$ cat src/rtl/debug_display_pkg.sv
// Shared types and constants for the LED debug display scheduler.
package debug_display_pkg;

  localparam int SRC_W = 32;

  localparam int COL1_MSB = 31;
  localparam int COL1_LSB = 24;
  localparam int COL2_MSB = 23;
  localparam int COL2_LSB = 16;
  localparam int COL3_MSB = 15;
  localparam int COL3_LSB = 8;
  localparam int COL4_MSB = 7;
  localparam int COL4_LSB = 0;

  typedef enum logic [1:0] {
    IDLE   = 2'd0,
    SHOW   = 2'd1,
    URGENT = 2'd2
  } state_e;

endpackage

$ cat src/rtl/rr_next_valid.sv
// Round-robin search: first valid index after base_i with wrap-around, base_i itself last.
module rr_next_valid #(
  parameter int N_SRC = 4,
  parameter int IW    = $clog2(N_SRC)
) (
  input  logic [N_SRC-1:0] valid_i,
  input  logic [IW-1:0]    base_i,
  output logic             found_o,
  output logic [IW-1:0]    idx_o
);

  logic [IW-1:0] cand;

  // Walk from the farthest candidate to the nearest so the nearest hit is written last.
  always_comb begin
    found_o = 1'b0;
    idx_o   = '0;
    cand    = '0;
    for (int k = N_SRC; k >= 1; k--) begin
      cand = IW'((int'(base_i) + k) % N_SRC);
      if (valid_i[cand]) begin
        found_o = 1'b1;
        idx_o   = cand;
      end
    end
  end

endmodule

$ cat src/rtl/debug_display_scheduler.sv
// Time-shares the 4x8 LED debug display between N_SRC sources (rotation, advance, urgent preempt).
// Optional build macro DEBUG_DISPLAY_SNAPSHOT_EN: capture the word once per selection instead of live.
module debug_display_scheduler
  import debug_display_pkg::*;
#(
  parameter int N_SRC         = 4,
  parameter int DWELL_CYCLES  = 12000000,
  parameter int URGENT_CYCLES = 24000000
) (
  input  logic                     clk,
  input  logic                     rst,
  input  logic [N_SRC*SRC_W-1:0]   src_data,
  input  logic [N_SRC-1:0]         src_valid,
  input  logic [N_SRC-1:0]         src_urgent,
  input  logic                     advance,
  output logic [7:0]               column_1,
  output logic [7:0]               column_2,
  output logic [7:0]               column_3,
  output logic [7:0]               column_4,
  output logic [$clog2(N_SRC)-1:0] active_src,
  output logic                     showing
);

  localparam int IW = $clog2(N_SRC);
  localparam int DW = (DWELL_CYCLES > 1) ? $clog2(DWELL_CYCLES) : 1;
  localparam int UW = (URGENT_CYCLES > 1) ? $clog2(URGENT_CYCLES) : 1;
  localparam logic [DW-1:0] DWELL_LAST  = DW'(DWELL_CYCLES - 1);
  localparam logic [UW-1:0] URGENT_LAST = UW'(URGENT_CYCLES - 1);

`ifdef DEBUG_DISPLAY_SNAPSHOT_EN
  localparam bit LIVE = 1'b0;
`else
  localparam bit LIVE = 1'b1;
`endif

  state_e           state_q, state_d;
  logic [IW-1:0]    active_q, active_d;
  logic [IW-1:0]    resume_q, resume_d;
  logic [DW-1:0]    dwell_q, dwell_d;
  logic [UW-1:0]    ucnt_q, ucnt_d;
  logic [N_SRC-1:0] urg_q;
  logic [SRC_W-1:0] word_q;
  logic             showing_q;

  logic [SRC_W-1:0] words [N_SRC];
  logic [N_SRC-1:0] urg_lvl;
  logic [N_SRC-1:0] urg_edge;
  logic             urg_any;
  logic [IW-1:0]    urg_idx;
  logic             nv_act_found, nv_res_found;
  logic [IW-1:0]    nv_act_idx, nv_res_idx;
  logic             rotate;
  logic             select;

  generate
    for (genvar gi = 0; gi < N_SRC; gi++) begin : g_words
      assign words[gi] = src_data[gi*SRC_W +: SRC_W];
    end
  endgenerate

  // An urgent request only counts while its source is valid.
  assign urg_lvl  = src_urgent & src_valid;
  assign urg_edge = urg_lvl & ~urg_q;
  assign urg_any  = |urg_edge;

  always_comb begin
    urg_idx = '0;
    for (int i = N_SRC - 1; i >= 0; i--) begin
      if (urg_edge[i]) urg_idx = IW'(i);
    end
  end

  rr_next_valid #(.N_SRC(N_SRC), .IW(IW)) u_nv_act (
    .valid_i (src_valid),
    .base_i  (active_q),
    .found_o (nv_act_found),
    .idx_o   (nv_act_idx)
  );

  rr_next_valid #(.N_SRC(N_SRC), .IW(IW)) u_nv_res (
    .valid_i (src_valid),
    .base_i  (resume_q),
    .found_o (nv_res_found),
    .idx_o   (nv_res_idx)
  );

  always_comb begin
    state_d  = state_q;
    active_d = active_q;
    resume_d = resume_q;
    dwell_d  = dwell_q;
    ucnt_d   = ucnt_q;
    rotate   = 1'b0;
    select   = 1'b0;

    if (urg_any) begin
      // Retargeting inside URGENT keeps the original place to come back to.
      if (state_q != URGENT) resume_d = active_q;
      state_d  = URGENT;
      active_d = urg_idx;
      ucnt_d   = '0;
      select   = 1'b1;
    end else begin
      unique case (state_q)
        IDLE: begin
          if (|src_valid) rotate = 1'b1;
        end
        SHOW: begin
          if (advance || !src_valid[active_q] || dwell_q == DWELL_LAST) begin
            rotate = 1'b1;
          end else begin
            dwell_d = dwell_q + 1'b1;
          end
        end
        URGENT: begin
          if (advance) begin
            rotate = 1'b1;
          end else if (!src_valid[active_q] || ucnt_q == URGENT_LAST) begin
            dwell_d = '0;
            if (src_valid[resume_q]) begin
              state_d  = SHOW;
              active_d = resume_q;
              select   = 1'b1;
            end else if (nv_res_found) begin
              state_d  = SHOW;
              active_d = nv_res_idx;
              select   = 1'b1;
            end else begin
              state_d = IDLE;
            end
          end else begin
            ucnt_d = ucnt_q + 1'b1;
          end
        end
        default: state_d = IDLE;
      endcase
    end

    if (rotate) begin
      dwell_d = '0;
      if (nv_act_found) begin
        state_d  = SHOW;
        active_d = nv_act_idx;
        select   = 1'b1;
      end else begin
        state_d = IDLE;
      end
    end
  end

  always_ff @(posedge clk or posedge rst) begin
    if (rst) begin
      state_q   <= IDLE;
      active_q  <= '0;
      resume_q  <= '0;
      dwell_q   <= '0;
      ucnt_q    <= '0;
      urg_q     <= '0;
      word_q    <= '0;
      showing_q <= 1'b0;
    end else begin
      state_q   <= state_d;
      active_q  <= active_d;
      resume_q  <= resume_d;
      dwell_q   <= dwell_d;
      ucnt_q    <= ucnt_d;
      urg_q     <= urg_lvl;
      showing_q <= (state_d != IDLE);
      if (state_d == IDLE) begin
        word_q <= '0;
      end else if (select || LIVE) begin
        word_q <= words[active_d];
      end
    end
  end

  assign column_1   = word_q[COL1_MSB:COL1_LSB];
  assign column_2   = word_q[COL2_MSB:COL2_LSB];
  assign column_3   = word_q[COL3_MSB:COL3_LSB];
  assign column_4   = word_q[COL4_MSB:COL4_LSB];
  assign active_src = active_q;
  assign showing    = showing_q;

endmodule

$ cat config.mk
export PLATFORM = sky130hd
export DESIGN_NAME = debug_display_scheduler
export DESIGN_NICKNAME = d
export VERILOG_FILES = /design/src/rtl/debug_display_pkg.sv /design/src/rtl/rr_next_valid.sv /design/src/rtl/debug_display_scheduler.sv
export SDC_FILE = /design/constraint.sdc
export NUM_CORES = 1
export LEC_CHECK = 0
export CAP_MARGIN = 20
export CORE_ASPECT_RATIO = 1.25
export CORE_MARGIN = 3
export CORE_UTILIZATION = 45
export CTS_BUF_LIST = sky130_fd_sc_hd__clkbuf_2 sky130_fd_sc_hd__clkbuf_4 sky130_fd_sc_hd__clkbuf_8
export DETAILED_ROUTE_END_ITERATION = 16
export DONT_BUFFER_PORTS = 1
export PLACE_DENSITY = 0.63
export SETUP_SLACK_MARGIN = 0.05
export SYNTH_ARGS = -nofsm -noshare
export SYNTH_HDL_FRONTEND = slang
export SYNTH_SLANG_ARGS = --single-unit
$ cat constraint.sdc
create_clock -name clk -period 5.8 [get_ports clk]
set_input_delay 1.16 -clock clk [delete_from_list [all_inputs] [get_ports clk]]
set_output_delay 1.16 -clock clk [all_outputs]
set_load 0.02 [all_outputs]
## Word-level counts from Yosys, hierarchy flattened

Index checks and enable logic that the tools add are counted.

- Bits in registers: 92
- Bits of input ports: 139
- Output and inout bits: 35
- Logic and storage cells: 134

- Add/sub/neg operators: 10
- $lt $le $gt $ge: 11
- Equality and inequality tests: 11
- Muxes and demuxes: 75
- Bitwise gates (word level): 4
- Reductions and logical operators: 15

Operators with widths:

| kind | count |
|---|---|
| 24-bit 2-to-1 mux | 5 |
| 25-bit 2-to-1 mux | 4 |
| 32-bit 2-to-1 mux | 3 |
| 32-bit binary-select mux with 2-bit select | 1 |
| 2-bit 2-to-1 mux | 24 |
| 24-bit one-hot mux with 2 select lines | 1 |
| 2-bit by 3-bit less-than comparator with 1-bit output (second input constant) | 10 |
| 25-bit by 1-bit adder with 25-bit output (second input constant) | 1 |
| 25-bit == test (second input constant) | 1 |
| 1-bit 2-to-1 mux | 25 |
| 24-bit by 1-bit adder with 24-bit output (second input constant) | 1 |
| 24-bit == test (second input constant) | 1 |
| 1-bit binary-select mux with 2-bit select | 10 |
| 3-bit != test (second input constant) | 3 |
| 2-bit by 1-bit adder with 2-bit output (second input constant) | 4 |
| 2-bit adder (second input constant) | 4 |
| 4-bit bitwise AND | 2 |
| 4-bit OR reduction | 2 |
| 5-bit AND reduction | 1 |
| 2-bit logical NOT | 2 |
| 2-bit by 1-bit != test with 1-bit output (second input constant) | 2 |
| 2-bit != test (second input constant) | 2 |
| 4-bit NOT | 1 |
| 2-bit one-hot mux with 2 select lines | 1 |
| 12 further kinds | 15 |

## Logic depth before layout (Yosys ltp)

Gate-level depths: netlist of run 1.

- Depth after elaboration: 20
- Depth in mapped cells: 10
- Depth with buffers taken out: 8

## Cells and area by module

From an unflattened synthesis of run 1, not the netlist that was laid out.

- Cells, all modules: 637
- Area total of the unflattened synthesis: 6047.0 µm²

By module, submodules not included:

| module | times used | cells an instance | area an instance (µm²) | seq. area each (µm²) |
|---|---|---|---|---|
| debug_display_scheduler | 1 | 609 | 5864.4 | 2302.2 |
| rr_next_valid | 2 | 14 | 91.3 | 0.0 |

## Least setup slack after synthesis of run 1

Ideal clock, no wire load.

- Path type: input port to flip-flop
- From: input port src_urgent[2]
- To: register word_q[10]
- Setup time: 0.138 ns
- Data arrival time: 3.294 ns
- Data required time: 5.662 ns
- Setup slack: 2.368 ns
- Stages on the path: 9
- Path buffers: 3
- Path through: and3b_1 > or4_1 > clkbuf_1 > a2111o_1 > a31oi_2 > buf_6 > buf_8 > mux2i_1 > o22ai_1

- Longest elaborated chain between the ends: 13
- Elaborated cells between the ends (all ways): 18
- Those cells by class: 13 x mux; 3 x bitwise; 2 x reduce/logical

Ends and longest elaborated chain:

| item | RTL line | RTL |
|---|---|---|
| start, declared | debug_display_scheduler.sv:14 | `input logic [N_SRC-1:0] src_urgent,` |
| 4-bit bitwise AND (*) | debug_display_scheduler.sv:62 | `assign urg_lvl = src_urgent & src_valid;` |
| 4-bit bitwise AND (*) | debug_display_scheduler.sv:63 | `assign urg_edge = urg_lvl & ~urg_q;` |
| 2-bit 2-to-1 mux (3 in series) | debug_display_scheduler.sv:69 | `if (urg_edge[i]) urg_idx = IW'(i);` |
| 2-bit 2-to-1 mux | debug_display_scheduler.sv:96 | `if (urg_any) begin` |
| 2-bit 2-to-1 mux | debug_display_scheduler.sv:141 | `if (nv_act_found) begin` |
| 2-bit 2-to-1 mux | debug_display_scheduler.sv:139 | `if (rotate) begin` |
| 2-bit NOT with 3-bit output (not written as such) | debug_display_scheduler.sv:172 | `word_q <= words[active_d];` |
| 32-bit binary-select mux with 2-bit select | debug_display_scheduler.sv:172 |  |
| 32-bit 2-to-1 mux (not written as such) (2 in series) | debug_display_scheduler.sv:172 |  |
| 32-bit 2-to-1 mux (*) | debug_display_scheduler.sv:169 | `if (state_d == IDLE) begin` |
| end signal, assigned | debug_display_scheduler.sv:172 |  |
| end, declared | debug_display_scheduler.sv:42 | `logic [SRC_W-1:0] word_q;` |

Every way passes the cells marked *; elsewhere a longest branch is shown, timed or not. The select of a mux whose other input is x is not followed.
A chain may end at the register's enable or synchronous reset.

## Final worst setup path of run 1

- From: input port src_urgent[2]
- To: register word_q[21]

The elaborated chain is that of the path after synthesis.

==> results.cfg, run 1 <==
[yosys]
yosysTopAreaCell = dfrtp_1
synth_compound_area_share_pct = 14.84
async_flop_share_pct = 100.0
synthSimpleGateAreaFrac_pct = 19.11
ys_seq_area_share_pct = 43.90
yosysTopAreaCellShare_pct = 43.90
synth.distinct_cells = 64
synthAdderAreaFrac_pct = 0.4772
syn_area_sq_mm = 0.005244
ys_warn_count = 0
yosysMostFrequentCell = dfrtp_1
syn-instance-count = 536
synthFlopType = dfrtp_1
synthMuxAreaShare_pct = 13.29
synth_top_family_by_area = simple AND/OR/NAND/NOR gates
avgSynthCellArea_sq_um = 9.783
synth_edf_count = 0
synth_fp_nets = 677
yosys_register_bits = 92
synth_xor_area_share_pct = 4.009
synth_area_leaders = dfrtp_1, mux2i_1, o22ai_1
synth_commonest_cells = dfrtp_1, mux2i_1, nor2_1

[critical_path]
cp_data_required_time_ns = 6.02
path_class = primary input to flip-flop
start_kind = primary input
path_max_fanout = 37
end_kind = flip-flop
cp_data_arrival_time_ns = 4.30

[sta]
tightestPinTransition_ns = 0.9563
drv_slew = 0
period_needed_ns = 4.079
finalCritPeriodShare_pct = 70.32
rsz0062_at_grt = false
skew_ns = 0.01209
slew_headroom_pct = 35.72
whs_ns = 0.4849
finalWorstSetupSlack_ns = 1.721
fin_tns_setup_ns = 0
setup_viol = 0
max_freq_mhz = 245.2
finalHoldViolCount = 0

[die]
core-area_sq_mm = 0.01124
io_pins = 174
die_h_microns = 126.7
dieArea_sq_mm = 0.01299
start_util_pct = 46.63
die_x_microns = 102.6
fp-row-count = 43

[clock_network]
numCtsBuffers = 9
postCtsSetupRepairBufs = 0
htreeDepth = 3
holdBufCountCts = 0
tritoncts = done
clk_pin_slew_ns = 0.09
cts_buffer_depth = 2
clk_latency_ns = 0.37
cts.repair.resized = 0
root_buffer = clkbuf_8
clock-sinks = 92

[detailed_routing]
first_pass_iters = 5
drt_iter0_markers = 239
viasPerCell = 6.121
drt-total-wl_microns = 13260
num_vias = 4083
drc = 0
post_drt_wl_per_cell_microns = 19.88
ant_nets = 0

[power]
p_sw_uw = 820.1
peakVddDrop_v = 0.0002944
p_seq_share_pct = 49.6
internal_power_mw = 1.259
clockPowerShare_pct = 21.8
powerDensity_mw_per_mm2 = 377.0
total_power_mw = 2.079
p_leak_nw = 2.355
swShare_pct = 39.44
comb_power_share_pct = 28.6

[global_route]
grt_max_degree = 52
grt_pass1_wl_microns = 21080
grt_pass1_vias = 4073
grt_overflow_total = 0
grt_use_total_pct = 20.94
antenna_found_initial = 4

[placement]
dp.cells = 648
gp_congestion = 0.8540
portBuffers = 0
dpl_cell_area_sq_mm = 0.005296
dp_hpwl_microns = 9924
dp_worst_setup_slack_ns = 1.334

[final_layout]
stdcell_count = 667
area_growth_syn_to_layout_pct = 5.178
post-route-util_pct = 49.05
nets = 666
drive_gt1_share_pct = 7.736
design_area_sq_mm = 0.005515

[hold_path]
worst_hold_path_type = flip-flop to flip-flop

[status]
status = finished clean

[flow_run]
cap_violations = 0
-- final cells by class --
class / count / area [sq um]
repair buffers: 6 / 65.06
well taps: 135 / 168.9
clock buffers: 10 / 137.6
multi-input cells: 404 / 2721
flip-flops and latches: 92 / 2302
fillers: 1020 / 5729
diodes: 2 / 5.005
clock inverters: 6 / 68.82
inverters: 12 / 46.29
-- per-layer routing --
| layer | wire length [microns] | up-vias | global-route usage (%) | share of wire [%] |
|---|---|---|---|---|
| li1 | - | 1940 | - | - |
| met1 | 5086 | 1979 | 25.09 | 38 |
| met2 | 6767 | 137 | 33.95 | 51 |
| met3 | 1033 | 23 | 7.261 | 7.8 |
| met4 | 342 | 4 | 8.726 | 2.6 |
| met5 | 27 | - | 0 | 0.20 |
-- layout by cell type (no fill, tap or decap), drive strengths merged, types with 4 or more instances in the layout --
cell type,count
xor2,12
nor3,12
dfrtp,92
nand4,8
or3,7
inv,14
clkbuf,10
mux2i,64
o31ai,7
and2,12
o22ai,35
nor2,46
o21ai,35
a31oi,4
xnor2,12
a21oi,14
buf,6
and3b,4
nand2,44
nand2b,8
nor4,10
nand3,21
-- sequential cells by signal (all words and copies together) (netlist names) --
signal	cells
active_src	2
dwell_q	24
resume_q	2
showing	1
state_q	2
ucnt_q	25
urg_q	4
word_q	32
-- logic make-up after synthesis --
| kind of cell | count (synthesis) |
|---|---|
| AOI/OAI and AO/OA | 119 |
| xor gates and xnor gates | 24 |
| adders and majority gates | 2 |
| buffers and inverters | 40 |
| DFF | 92 |
| muxes | 67 |
| and+or+nand+nor | 192 |
-- worst max-delay path, cell delays in order --
cell	delay, ns
and3b_1	0.19
or4_1	0.98
a2111o_1	0.58
a31oi_4	0.65
buf_12	0.33
mux2i_1	0.26
o22ai_1	0.11
-- path summary, 6_finish.rpt --
kind	start	to	slack, ns	cells after the start
worst max-delay path	src_urgent[2]	word_q[21]	1.72	7
worst min-delay path	dwell_q[23]	dwell_q[23]	0.48	1
worst max register to register	urg_q[2]	word_q[21]	2.19	7
worst min register to register	dwell_q[23]	dwell_q[23]	0.48	1
max in group asynchronous	rst	dwell_q[0]	3.91	2
min in group asynchronous	rst	word_q[4]	0.83	1
-- power by group through the flow --
stage / clock [mW] / combinational [mW] / sequential [mW]
final: 0.454 / 0.595 / 1.03
after global routing: 0.498 / 0.660 / 1.05
after CTS: 0.467 / 0.594 / 1.03
after detailed placement: 0 / 0.598 / 1.04
after global placement: 0 / 0.569 / 1.05
after floorplan: 0 / 0.546 / 0.995
(Power assumes the default switching activity.)
==> run 2, diff against run 1 <==
clock period = 3.89 ns   (was 5.8 ns; I/O delays follow)
==> results.cfg, run 2 (synthesis gave the netlist of run 1 again) <==
[final_layout]
drive_gt1_share_pct = 8.598
max_flop_register = word_q
top_regs = word_q x32, ucnt_q x25, dwell_q x24
post-route-util_pct = 49.40
largest_register_ffs = 32
layout_commonest_cell = dfrtp_1
nets = 672
area_growth_syn_to_layout_pct = 5.941
fill_cells = 1023
design_area_sq_mm = 0.005555
layout_common_cells = dfrtp_1, mux2i_1, nor2_1, nand2_1, o22ai_1

[global_route]
met2_usage_pct = 34.07
grt_overflow_total = 0
antenna_found_initial = 2
use_met3_pct = 6.601
grt_pass1_vias = 4110
use_met1_pct = 25.88
grt-busiest-layer = met2
grt_use_total_pct = 21.20
grt_max_degree = 35
grt_pass1_wl_microns = 21330

[status]
status = finished clean

[clock_network]
tritoncts = done
cts_buffer_depth = 2
clk_latency_ns = 0.36
cts.repair.resized = 0
postCtsSetupRepairBufs = 0
holdBufCountCts = 0
clock-sinks = 92
root_buffer = clkbuf_8
clk_pin_slew_ns = 0.09
numCtsBuffers = 9
htreeDepth = 3

[die]
dieArea_sq_mm = 0.01299
die_x_microns = 102.6
core-area_sq_mm = 0.01124
fp-row-count = 43
io_pins = 174
die_h_microns = 126.7
start_util_pct = 46.63

[detailed_routing]
drt-total-wl_microns = 13370
first_pass_iters = 4
drt_iter0_markers = 259
num_vias = 4154
viasPerCell = 6.172
ant_nets = 0
post_drt_wl_per_cell_microns = 19.87
drc = 0

[flow_run]
cap_violations = 0

[hold_path]
worst_hold_path_type = primary input to async pin

[sta]
slew_headroom_pct = 49.44
fin_tns_setup_ns = 0
skew_ns = 0.01301
finalCritPeriodShare_pct = 81.10
period_needed_ns = 3.155
max_freq_mhz = 317.0
drv_slew = 0
setup_viol = 0
rsz0062_at_grt = false
finalHoldViolCount = 0
tightestPinTransition_ns = 0.7544

[power]
p_leak_nw = 2.375
powerDensity_mw_per_mm2 = 557.5
peakVddDrop_v = 0.0003991

[placement]
dp_hpwl_microns = 10050
dpl_cell_area_sq_mm = 0.005354
gp_congestion = 0.8661
portBuffers = 0

[critical_path]
end_kind = flip-flop
cp_data_required_time_ns = 4.11
start_kind = flip-flop
rr_worst_depth = 8
path_max_fanout = 17
cp_data_arrival_time_ns = 3.38
path_class = flip-flop to flip-flop
## run 2: cell count changes in the layout (fill, tap and decap cells not counted)
cell        change
buf_12          +1
buf_4           +6
buf_8           -1
clkbuf_4        +1
clkbuf_8        -1
clkinv_2        -1
clkinv_4        +1
clkinvlp_4      +1
diode_2         +1
inv_6           -2
## run 2: cell type report
type	instances	area, sq um	area share [%]
clock buffer	10	131.4	2.365
timing repair buffer	12	115.1	2.072
sequential	92	2302	41.44
tap	135	168.9	3.041
multi-input combinational	404	2721	48.99
inverter	12	46.29	0.8333
antenna	3	7.507	0.1351
clock inverter	5	62.56	1.126
## run 2: stage by stage
stage,hold WS [ns],total power [mW],setup WS [ns],cells
6_report,0.3355,3.097,0.7354,673
5_1_grt,0.3459,3.291,0.5367,671
4_1_cts,0.3247,3.129,0.7308,670
3_5_place_dp,0.4738,2.475,0.5063,655
3_3_place_gp,0.4651,2.451,0.5565,655
2_1_floorplan,0.4450,2.297,0.7200,536
## run 2: metal layers
layer / wire length (microns) / part of all wire (%)
met5: 7 / 0.052
met3: 996 / 7.4
met1: 5319 / 40
met4: 346 / 2.6
met2: 6705 / 50
## run 2: power breakdown
| group | internal, mW | switching (mW) |
|---|---|---|
| Clock | 0.304 | 0.339 |
| Sequential | 1.15 | 0.378 |
| Combinational | 0.426 | 0.498 |
## run 2: worst max-delay path: stages (launching register included)
cell and delay [ns]:
dfrtp_1 0.45, or4b_1 0.59, nor4_4 0.39, a211oi_1 0.18, or2_2 0.37, a31oi_4 0.38
buf_12 0.23, mux2i_1 0.30, o22ai_1 0.11
## run 2: worst paths after layout
kind | from | to | slack (ns)
worst min-delay path | rst | word_q[0] | 0.34
min in group clk | dwell_q[23] | dwell_q[23] | 0.49
worst min register to register | dwell_q[23] | dwell_q[23] | 0.49
worst max register to register | dwell_q[10] | word_q[2] | 0.74
max in group asynchronous | rst | urg_q[3] | 2.69
worst max-delay path | dwell_q[10] | word_q[2] | 0.74
==> run 3, diff against run 2 <==
PLACE_DENSITY = 0.65   (was 0.63)
clock period = 2.7 ns   (was 3.89 ns; I/O delays follow)
==> results.cfg, run 3 (synthesis gave the netlist of run 1 again) <==
[status]
status = finished with violations
violations = setup timing

[sta]
period_needed_ns = 2.865
setup_viol = 32
slew_headroom_pct = 43.18
drv_slew = 0
max_freq_mhz = 349.0
finalCritPeriodShare_pct = 106.1
rsz0062_at_grt = true
whs_ns = 0.1937
finalWorstSetupSlack_ns = -0.1654
skew_ns = 0.01030
finalHoldViolCount = 0
tightestPinTransition_ns = 0.8505

[final_layout]
stdcell_count = 750
max_flop_register = word_q
layout_common_cells = dfrtp_1, buf_4, nor2_1, nand2_1, mux2i_1
largest_register_ffs = 32
area_growth_syn_to_layout_pct = 29.75
top_regs = word_q x32, ucnt_q x25, dwell_q x24
layout_commonest_cell = dfrtp_1
nets = 749
drive_gt1_share_pct = 27.73

[detailed_routing]
top_layer_used = met5
drt-total-wl_microns = 16420
num_vias = 4602
route.met2.wl_microns = 8408
wl_met3_microns = 1178
drt_iter0_markers = 187
post_drt_wl_per_cell_microns = 21.89
ant_nets = 0
wl_met1_microns = 6124
first_pass_iters = 5
drc = 0
viasPerCell = 6.136

[critical_path]
cp_data_required_time_ns = 2.99
reg2reg_slack_ns = -0.17
path_class = flip-flop to flip-flop
cp_top_family = compound AO/OA/AOI/OAI gates
crit_chain = or3b_1, or4_4, o21a_4, buf_6, o41ai_4, o211ai_1, buf_4, a21bo_4, clkbuf_16, o22ai_1
rr_worst_depth = 10
end_kind = flip-flop
cpMaxStageDelayCell = or4_4
cp_slowest_stage_delay_ns = 0.43
reg2reg_to = word_q[16]
path_max_fanout = 6
start_kind = flip-flop
critPathBufInv = 3
cp_data_arrival_time_ns = 3.15
r2r_start = ucnt_q[9]
cp.depth = 10

[placement]
dp_hpwl_microns = 10710
gp_congestion = 0.9041
portBuffers = 0
dp.cells = 702

[clock_network]
holdBufCountCts = 0
htreeDepth = 3
clk_latency_ns = 0.37
clock-sinks = 92
root_buffer = clkbuf_8
tritoncts = done
numCtsBuffers = 9
cts_buffer_depth = 2
clk_pin_slew_ns = 0.10

[global_route]
grt_pass1_vias = 4700
antenna_found_initial = 3
grt_max_degree = 38
grt_use_total_pct = 24.07
grt_pass1_wl_microns = 24010
grt_overflow_total = 0

[die]
core-area_sq_mm = 0.01124
die_x_microns = 102.6
fp-row-count = 43
io_pins = 174
die_h_microns = 126.7
dieArea_sq_mm = 0.01299
start_util_pct = 46.63

[power]
powerDensity_mw_per_mm2 = 825.2
peakVddDrop_v = 0.0006601
p_leak_nw = 2.897

[hold_path]
worst_hold_path_type = primary input to async pin

[flow_run]
cap_violations = 0
[run 3: cell count changes in the layout (fill, tap and decap cells not counted), sizes merged]
cell      before  now
buf           12   85
clkbuf        10   13
clkinvlp       2    4
clkinv         2    1
diode          3    2
inv           12   13
[run 3: worst max path at each step]
stage	startpoint	to
2_1_floorplan	ucnt_q[9]	word_q[11]
5_1_grt	ucnt_q[0]	word_q[12]
3_3_place_gp	dwell_q[10]	word_q[0]
6_report	ucnt_q[9]	word_q[16]
3_5_place_dp	dwell_q[10]	word_q[0]
4_1_cts	ucnt_q[9]	word_q[0]
[run 3: report_power, final]
group	total, mW	switching [mW]	internal (mW)	leakage (nW)
registers	2.18	0.519	1.66	1.21
logic	2.47	1.12	1.35	1.60
clock network	0.963	0.530	0.433	0.0923
[run 3: layout make-up]
type	count	area, sq um
clock inverters	7	75.07
fillers	873	4441
inverters	12	48.80
well taps	135	168.9
repair buffers	89	968.4
clock buffers	9	123.9
flip-flops and latches	92	2302
multi-input cells	404	3112
diodes	2	5.005
[run 3: per-layer routing]
layer  global-route usage (%)  vias to the layer above
met2                    41.44                      182
met4                    7.645                        2
li1                         -                     2113
met5                        0                        -
met3                    8.471                       42
met1                    27.63                     2263
[run 3: repair_timing]
action,4_1_cts,5_1_grt
endpoints found under the hold margin,0,0
pin swaps,9,17
setup buffers,12,8
gates resized for setup,29,56
gates cloned,6,5
setup endpoints to repair,32,59
[run 3: metrics by stage]
| step | instance area, sq um | worst slack (ns) | total power, mW | utilization (%) | TNS (ns) |
|---|---|---|---|---|---|
| 6_report | 6804 | -0.1654 | 5.615 | 60.51 | -3.910 |
| 5_1_grt | 6802 | -0.2590 | 5.853 | 60.49 | -6.748 |
| 4_1_cts | 6382 | -0.1074 | 5.209 | 56.76 | -2.597 |
| 3_5_place_dp | 5773 | -0.3405 | 3.710 | 51.34 | -5.706 |
| 3_3_place_gp | 5773 | -0.2657 | 3.663 | 51.34 | -3.645 |
| 2_1_floorplan | 5285 | -0.03920 | 3.320 | - | -1.028 |
